[config.mk]
export PLATFORM = sky130hd
export DESIGN_NAME = counter_timer_seq_flat
export DESIGN_NICKNAME = d
export VERILOG_FILES = /design/src/rtl/ctseq_pkg.sv /design/src/rtl/counter_timer_seq_if.sv /design/src/rtl/ctseq_table.sv /design/src/rtl/counter_timer_seq.sv /design/src/flat_wrapper.sv
export SDC_FILE = /design/constraint.sdc
export NUM_CORES = 1
export LEC_CHECK = 0
export CORE_MARGIN = 5
export CORE_UTILIZATION = 40
export DETAILED_ROUTE_END_ITERATION = 7
export GPL_TIMING_DRIVEN = 0
export PLACE_DENSITY = 0.62
export SYNTH_ARGS = -nofsm -noshare
export SYNTH_HDL_FRONTEND = slang
export SYNTH_SLANG_ARGS = --single-unit
[constraint.sdc]
create_clock -name clkin -period 5.45 [get_ports clkin]
set_input_delay 1.09 -clock clkin [delete_from_list [all_inputs] [get_ports clkin]]
set_output_delay 1.09 -clock clkin [all_outputs]
set_load 0.01 [all_outputs]
[src/rtl/ctseq_pkg.sv]
// Shared definitions for counter_timer_seq: FSM state encoding, the timer
// configuration words written on arm/disarm, and the ctl_di field layout.
package ctseq_pkg;

  typedef enum logic [2:0] {
    IDLE,
    LOAD,
    ARM,
    SETTLE,
    WAIT,
    DISARM,
    ABORT
  } ctseq_state_e;

  // enable | oneshot, count down, no chaining, timer irq off
  localparam logic [31:0] TMR_CFG_ARM = 32'h0000_0003;
  localparam logic [31:0] TMR_CFG_OFF = 32'h0000_0000;

  localparam int CTL_START    = 0;
  localparam int CTL_LOOP     = 1;
  localparam int CTL_ABORT    = 2;
  localparam int CTL_LAST_LSB = 8;

endpackage

[src/rtl/counter_timer_seq_if.sv]
// Host-side register port of counter_timer_seq: delay table writes, control
// writes and status. master = host register block, slave = sequencer.
interface counter_timer_seq_if #(
  parameter int IDX_W = 2
) ();
  logic             tbl_we;
  logic [IDX_W-1:0] tbl_idx;
  logic [31:0]      tbl_di;
  logic             ctl_we;
  logic [31:0]      ctl_di;
  logic             busy;
  logic [IDX_W-1:0] cur_idx;
  logic             done;
  logic             aborted;
  logic             done_irq;
  logic             irq_step;

  modport master (
    output tbl_we, tbl_idx, tbl_di, ctl_we, ctl_di,
    input  busy, cur_idx, done, aborted, done_irq, irq_step
  );

  modport slave (
    input  tbl_we, tbl_idx, tbl_di, ctl_we, ctl_di,
    output busy, cur_idx, done, aborted, done_irq, irq_step
  );
endinterface

[src/rtl/ctseq_table.sv]
// DEPTH x 32 delay table: one write port, one combinational read port,
// contents cleared by resetn.
module ctseq_table #(
  parameter int DEPTH = 4,
  parameter int IDX_W = 2
) (
  input  logic             clkin,
  input  logic             resetn,
  input  logic             we,
  input  logic [IDX_W-1:0] waddr,
  input  logic [31:0]      wdata,
  input  logic [IDX_W-1:0] raddr,
  output logic [31:0]      rdata
);

  logic [31:0] mem_q [DEPTH];
  logic [31:0] mem_d [DEPTH];

  // next table contents: hold, or replace the addressed entry
  always_comb begin
    mem_d = mem_q;
    if (we) mem_d[waddr] = wdata;
  end

  // table storage
  always_ff @(posedge clkin or negedge resetn) begin
    if (!resetn) begin
      for (int i = 0; i < DEPTH; i++) mem_q[i] <= '0;
    end else begin
      mem_q <= mem_d;
    end
  end

  assign rdata = mem_q[raddr];

endmodule

[src/rtl/counter_timer_seq.sv]
// Delay-table sequencer driving the register port of a counter_timer_low.
// Optional macro CTSEQ_STEP_IRQ_EN: when defined, irq_step pulses once per
// completed step; otherwise irq_step is tied low.
//
// state  | meaning
// IDLE   | waiting for a start write
// LOAD   | write table[cur_idx] into the timer reload value
// ARM    | enable timer as one-shot down-counter
// SETTLE | timer clears its stale stop flag; tmr_stop ignored
// WAIT   | wait for tmr_stop
// DISARM | disable timer, advance / wrap / finish
// ABORT  | disable timer, flag aborted, return to IDLE
module counter_timer_seq
  import ctseq_pkg::*;
#(
  parameter int DEPTH = 4,
  parameter int IDX_W = 2
) (
  input  logic                clkin,
  input  logic                resetn,
  counter_timer_seq_if.slave  host,
  output logic [3:0]          tmr_val_we,
  output logic [31:0]         tmr_val_di,
  output logic                tmr_cfg_we,
  output logic [31:0]         tmr_cfg_di,
  input  logic                tmr_stop
);

  ctseq_state_e     state_q, state_d;
  logic [IDX_W-1:0] cur_idx_q, cur_idx_d;
  logic [IDX_W-1:0] last_idx_q, last_idx_d;
  logic             loop_q, loop_d;
  logic             busy_q, busy_d;
  logic             done_q, done_d;
  logic             aborted_q, aborted_d;
  logic             done_irq_q, done_irq_d;
  logic [31:0]      tbl_rdata;
  logic             start_req, abort_req;
  logic             unused_ctl;
`ifdef CTSEQ_STEP_IRQ_EN
  logic             step_pulse;
`endif

  ctseq_table #(.DEPTH(DEPTH), .IDX_W(IDX_W)) u_table (
    .clkin (clkin),
    .resetn(resetn),
    .we    (host.tbl_we),
    .waddr (host.tbl_idx),
    .wdata (host.tbl_di),
    .raddr (cur_idx_q),
    .rdata (tbl_rdata)
  );

  assign start_req  = host.ctl_we & host.ctl_di[CTL_START];
  assign abort_req  = host.ctl_we & host.ctl_di[CTL_ABORT];
  assign unused_ctl = ^{host.ctl_di[31:CTL_LAST_LSB+IDX_W], host.ctl_di[CTL_LAST_LSB-1:CTL_ABORT+1]};

  // next-state, sequencing registers and timer register-port writes
  always_comb begin
    state_d    = state_q;
    cur_idx_d  = cur_idx_q;
    last_idx_d = last_idx_q;
    loop_d     = loop_q;
    busy_d     = busy_q;
    done_d     = done_q;
    aborted_d  = aborted_q;
    done_irq_d = 1'b0;
    tmr_val_we = 4'h0;
    tmr_val_di = 32'h0;
    tmr_cfg_we = 1'b0;
    tmr_cfg_di = TMR_CFG_OFF;
`ifdef CTSEQ_STEP_IRQ_EN
    step_pulse = 1'b0;
`endif
    case (state_q)
      IDLE: begin
        if (start_req && !abort_req) begin
          state_d    = LOAD;
          loop_d     = host.ctl_di[CTL_LOOP];
          last_idx_d = host.ctl_di[CTL_LAST_LSB +: IDX_W];
          cur_idx_d  = '0;
          done_d     = 1'b0;
          aborted_d  = 1'b0;
          busy_d     = 1'b1;
        end
      end
      LOAD: begin
        tmr_val_we = 4'hF;
        tmr_val_di = tbl_rdata;
        state_d    = ARM;
      end
      ARM: begin
        tmr_cfg_we = 1'b1;
        tmr_cfg_di = TMR_CFG_ARM;
        state_d    = SETTLE;
      end
      SETTLE: state_d = WAIT;
      WAIT: if (tmr_stop) state_d = DISARM;
      DISARM: begin
        tmr_cfg_we = 1'b1;
`ifdef CTSEQ_STEP_IRQ_EN
        step_pulse = 1'b1;
`endif
        if (cur_idx_q != last_idx_q) begin
          cur_idx_d = cur_idx_q + IDX_W'(1);
          state_d   = LOAD;
        end else if (loop_q) begin
          cur_idx_d = '0;
          state_d   = LOAD;
        end else begin
          state_d    = IDLE;
          done_d     = 1'b1;
          done_irq_d = 1'b1;
          busy_d     = 1'b0;
        end
      end
      ABORT: begin
        tmr_cfg_we = 1'b1;
        aborted_d  = 1'b1;
        busy_d     = 1'b0;
        state_d    = IDLE;
      end
      default: state_d = IDLE;
    endcase
    // abort overrides whatever the active state decided (stop, wrap, finish)
    if (abort_req && state_q != IDLE && state_q != ABORT) begin
      state_d    = ABORT;
      cur_idx_d  = cur_idx_q;
      busy_d     = 1'b1;
      done_d     = done_q;
      done_irq_d = 1'b0;
    end
  end

  // sequencer state and status registers
  always_ff @(posedge clkin or negedge resetn) begin
    if (!resetn) begin
      state_q    <= IDLE;
      cur_idx_q  <= '0;
      last_idx_q <= '0;
      loop_q     <= 1'b0;
      busy_q     <= 1'b0;
      done_q     <= 1'b0;
      aborted_q  <= 1'b0;
      done_irq_q <= 1'b0;
    end else begin
      state_q    <= state_d;
      cur_idx_q  <= cur_idx_d;
      last_idx_q <= last_idx_d;
      loop_q     <= loop_d;
      busy_q     <= busy_d;
      done_q     <= done_d;
      aborted_q  <= aborted_d;
      done_irq_q <= done_irq_d;
    end
  end

  assign host.busy     = busy_q;
  assign host.cur_idx  = cur_idx_q;
  assign host.done     = done_q;
  assign host.aborted  = aborted_q;
  assign host.done_irq = done_irq_q;
`ifdef CTSEQ_STEP_IRQ_EN
  assign host.irq_step = step_pulse;
`else
  assign host.irq_step = 1'b0;
`endif

endmodule

[src/flat_wrapper.sv]
// flat-port wrapper written by rule: the top's interface ports become plain ports
module counter_timer_seq_flat import ctseq_pkg::*;
#(
  parameter int DEPTH = 4,
  parameter int IDX_W = 2
)
  (clkin, resetn, tmr_val_we, tmr_val_di, tmr_cfg_we, tmr_cfg_di, tmr_stop, host_tbl_we, host_tbl_idx, host_tbl_di, host_ctl_we, host_ctl_di, host_busy, host_cur_idx, host_done, host_aborted, host_done_irq, host_irq_step);
  counter_timer_seq_if #(.IDX_W(IDX_W)) host_i ();
  input  logic clkin;
  input  logic resetn;
  output logic [3:0] tmr_val_we;
  output logic [31:0] tmr_val_di;
  output logic tmr_cfg_we;
  output logic [31:0] tmr_cfg_di;
  input  logic tmr_stop;
  input wire logic [$bits(host_i.tbl_we)-1:0] host_tbl_we;
  input wire logic [$bits(host_i.tbl_idx)-1:0] host_tbl_idx;
  input wire logic [$bits(host_i.tbl_di)-1:0] host_tbl_di;
  input wire logic [$bits(host_i.ctl_we)-1:0] host_ctl_we;
  input wire logic [$bits(host_i.ctl_di)-1:0] host_ctl_di;
  output wire logic [$bits(host_i.busy)-1:0] host_busy;
  output wire logic [$bits(host_i.cur_idx)-1:0] host_cur_idx;
  output wire logic [$bits(host_i.done)-1:0] host_done;
  output wire logic [$bits(host_i.aborted)-1:0] host_aborted;
  output wire logic [$bits(host_i.done_irq)-1:0] host_done_irq;
  output wire logic [$bits(host_i.irq_step)-1:0] host_irq_step;
  assign host_i.tbl_we = host_tbl_we;
  assign host_i.tbl_idx = host_tbl_idx;
  assign host_i.tbl_di = host_tbl_di;
  assign host_i.ctl_we = host_ctl_we;
  assign host_i.ctl_di = host_ctl_di;
  assign host_busy = host_i.busy;
  assign host_cur_idx = host_i.cur_idx;
  assign host_done = host_i.done;
  assign host_aborted = host_i.aborted;
  assign host_done_irq = host_i.done_irq;
  assign host_irq_step = host_i.irq_step;
  counter_timer_seq #(.DEPTH(DEPTH), .IDX_W(IDX_W)) u_core (.clkin(clkin), .resetn(resetn), .host(host_i), .tmr_val_we(tmr_val_we), .tmr_val_di(tmr_val_di), .tmr_cfg_we(tmr_cfg_we), .tmr_cfg_di(tmr_cfg_di), .tmr_stop(tmr_stop));
endmodule
==> impl_metrics.env <==
export IMPL_status="finished clean"
export IMPL_nFillCells=1388
export IMPL_hold_path_endpoint="u_core.loop_q"
export IMPL_cts_resized=0
export IMPL_cts_tree="done"
export IMPL_dp_hpwl_mm=10.8
export IMPL_grt_overflow_total=0
export IMPL_clk_latency_ns=0.41
export IMPL_critPathArrivalTime_ns=2.87
export IMPL_globalplace_congestion=0.779
export IMPL_r2r_start="u_core.state_q[1]"
export IMPL_min_delay_path_depth=1
export IMPL_critical_path_max_fanout=10
export IMPL_finalCriticalPeriod_ns=3.96
export IMPL_required_ns=4.36
export IMPL_synth_cell_types=41
export IMPL_fp_dieH_um=140
export IMPL_p_comb_share_pct=33.4
export IMPL_stdcell_count=831
export IMPL_slowest_delay_ns=0.72
export IMPL_drc=0
export IMPL_ant_nets=0
export IMPL_final_hold_viol_count=0
export IMPL_rsz0062_at_grt="false"
export IMPL_cp_end_kind="output port"
export IMPL_syn_to_final_growth_pct=27.7
export IMPL_finalSetupTns_ns=0
export IMPL_slew_headroom_pct=39.3
export IMPL_fp_dieArea_sq_mm=0.0195
export IMPL_post_place_ws_ns=1.93
export IMPL_cts_sinks=140
export IMPL_worstHoldStart="u_core.loop_q"
export IMPL_synth_top_area_share_pct=52.0
export IMPL_htree_levels=4
export IMPL_synth_compound_gate_area_share_pct=2.36
export IMPL_core_area_sq_mm=0.0165
export IMPL_reg2regPathDepth=5
export IMPL_first_iter_violations=188
export IMPL_muxShareOfSynthArea_pct=32.6
export IMPL_avgSynthCellArea_sq_um=14.6
export IMPL_synth_top_family_by_area="multiplexers"
export IMPL_synth_seq_area_share_pct=52.0
export IMPL_synth_edf_count=0
export IMPL_intPower_w=0.00263
export IMPL_grt_pass1_vias=4679
export IMPL_synthAdderAreaFrac_pct=0
export IMPL_syn_area_sq_mm=0.00674
export IMPL_drv_cap=0
export IMPL_crit_slowest_cell="clkbuf_1"
export IMPL_nNetsFinal=669
export IMPL_clkPwrFrac_pct=29.8
export IMPL_antenna_found_initial=0
export IMPL_crit_type="register to output port"
export IMPL_async_reset_ff_share_pct=100
export IMPL_ioPinCount=147
export IMPL_timing_final_ws_setup_ns=1.49
export IMPL_tightestPinTransition_ns=0.910
export IMPL_leakagePower_nw=3.72
export IMPL_initial_core_util_pct=40.8
export IMPL_crit_buf_inv=3
export IMPL_drive_above_1_share_pct=41.2
export IMPL_dp_cells=799
export IMPL_p_seq_share_pct=36.7
export IMPL_rows=47
export IMPL_cp_depth=5
export IMPL_ys_flop_type="dfrtp_1"
export IMPL_sw_frac_of_total_pct=29.3
export IMPL_wire_per_inst_um=19.0
export IMPL_hold_path_class="register to register"
export IMPL_diodes=0
export IMPL_synth_simple_area_share_pct=5.57
export IMPL_r2r_slack_ns=3.72
export IMPL_yosys_top_cells_count="dfrtp_1 (140), mux2_2 (127), buf_4 (35), and3_1 (32), mux4_2 (32)"
export IMPL_fmax_mhz=252
export IMPL_crit_chain="buf_2 -> clkbuf_1 -> mux4_2 -> and3_1 -> clkdlybuf4s50_1"
export IMPL_setup_viol=0
export IMPL_ir_worst_vdd_mv=0.265
export IMPL_setup_worst_path_start_class="register"
export IMPL_syn_inst=460
export IMPL_vias=4189
export IMPL_ctsHoldBuffers=0
export IMPL_grt_pass1_wl_mm=25.5
export IMPL_routed_wl_mm=15.8
export IMPL_dr_pass1_iters=5
export IMPL_yosys_warnings=0
export IMPL_rr_endpoint="u_core.host.cur_idx[0]"
export IMPL_power_switching_w=0.00109
export IMPL_cts_root_buf="clkbuf_16"
export IMPL_synth_top_area_cell="dfrtp_1"
export IMPL_fin_crit_sh_pct=72.7
export IMPL_synthTopCellsByArea="dfrtp_1 (52%), mux2_2 (21%), mux4_2 (11%), buf_4 (3.9%), and3_1 (3.0%)"
export IMPL_ys_ff_latch=140
export IMPL_final_setup_skew_ns=0.00201
export IMPL_synth_xor_area_share_pct=0.390
export IMPL_power_density_mw_per_mm2=433
export IMPL_grt_use_total_pct=16.7
export IMPL_cts_setup_buffers=0
export IMPL_crit_family="buffers and inverters"
export IMPL_clkTransAtPathRegs_ns=0.05
export IMPL_grt_max_degree=95
export IMPL_cts_buffers=17
export IMPL_vias_per_cell=5.04
export IMPL_yosysMostFrequentCell="dfrtp_1"
export IMPL_dieWidth_um=140
export IMPL_port_buffers=88
export IMPL_cts_buffer_depth=2
export IMPL_maxSlewViolCount=0
[worst max path at each step]
stage	slack [ns]	to	start
floorplan	2.77	tmr_val_di[0]	u_core.host.cur_idx[0]
global placement	-2.07	u_core.host.done_irq	resetn
detailed placement	1.93	tmr_val_di[3]	u_core.host.cur_idx[1]
CTS	1.48	tmr_val_di[30]	u_core.host.cur_idx[1]
global route	1.39	tmr_val_di[2]	u_core.host.cur_idx[1]
finish	1.49	tmr_val_di[30]	u_core.host.cur_idx[1]
[state kept, by name (all words and copies together) (netlist names)]
| register | cells |
|---|---|
| u_core.u_table.mem_q | 128 |
| u_core.last_idx_q | 2 |
| u_core.host.aborted | 1 |
| u_core.host.done | 1 |
| u_core.state_q | 3 |
| u_core.host.cur_idx | 2 |
| u_core.loop_q | 1 |
| u_core.host.done_irq | 1 |
| u_core.host.busy | 1 |
[metal layers]
metal	up-vias	global-route usage (%)	wire length [um]
li1	1903	-	-
met1	2168	21.4	6880
met4	0	3.82	114
met3	11	5.21	824
met5	-	0	0
met2	107	28.0	7960
[power groups by stage]
stage / Sequential, W / Clock, W / Combinational, W
global placement: 0.00137 / 0 / 0.00124
finish: 0.00137 / 0.00111 / 0.00125
detailed placement: 0.00138 / 0 / 0.00127
floorplan: 0.00135 / 0 / 0.000812
global route: 0.00139 / 0.00118 / 0.00135
CTS: 0.00137 / 0.00114 / 0.00127
[cells by family (layout without fill, tap and decap cells)]
kind of cell	count (synthesis)	in the layout
muxes	163	163
DFF	140	140
and+or+nand+nor	60	60
buffers and inverters	74	195
AOI/OAI and AO/OA	19	19
xor gates and xnor gates	3	3
other	1	31
[final cells by class]
| class | count | area [sq um] | share of cell area [%] |
|---|---|---|---|
| timing repair buffer | 89 | 910 | 10.6 |
| buffer | 66 | 439 | 5.11 |
| sequential | 140 | 3500 | 40.7 |
| clock buffer | 20 | 447 | 5.19 |
| tap | 220 | 275 | 3.20 |
| clock inverter | 12 | 123 | 1.43 |
| inverter | 8 | 30.0 | 0.349 |
| multi-input combinational | 276 | 2880 | 33.4 |
[metrics by stage]
| stage | instance area [sq um] | util (%) | hold WS, ns | total power (W) |
|---|---|---|---|---|
| 2_1_floorplan | 6850 | - | 0.459 | 0.00217 |
| 6_report | 8600 | 52.1 | 0.497 | 0.00373 |
| 3_5_place_dp | 8030 | 48.6 | 0.485 | 0.00265 |
| 5_1_grt | 8600 | 52.1 | 0.511 | 0.00393 |
| 3_3_place_gp | 8000 | 48.4 | 0.471 | 0.00261 |
| 4_1_cts | 8600 | 52.1 | 0.498 | 0.00378 |
[layout by cell type, fill, tap and decap left out, types with 3 or more instances in the layout]
cell type	instances
dfrtp_1	140
and3_1	32
buf_6	7
xnor2_1	3
clkdlybuf4s50_1	87
clkbuf_1	13
inv_1	8
mux4_2	32
clkinv_2	6
buf_2	12
mux2_2	127
nor2_1	6
clkbuf_16	17
buf_4	35
nand3b_1	4
nand2_1	6
a21oi_1	3
conb_1	31
No activity file was read; power rests on OpenSTA's default activity.
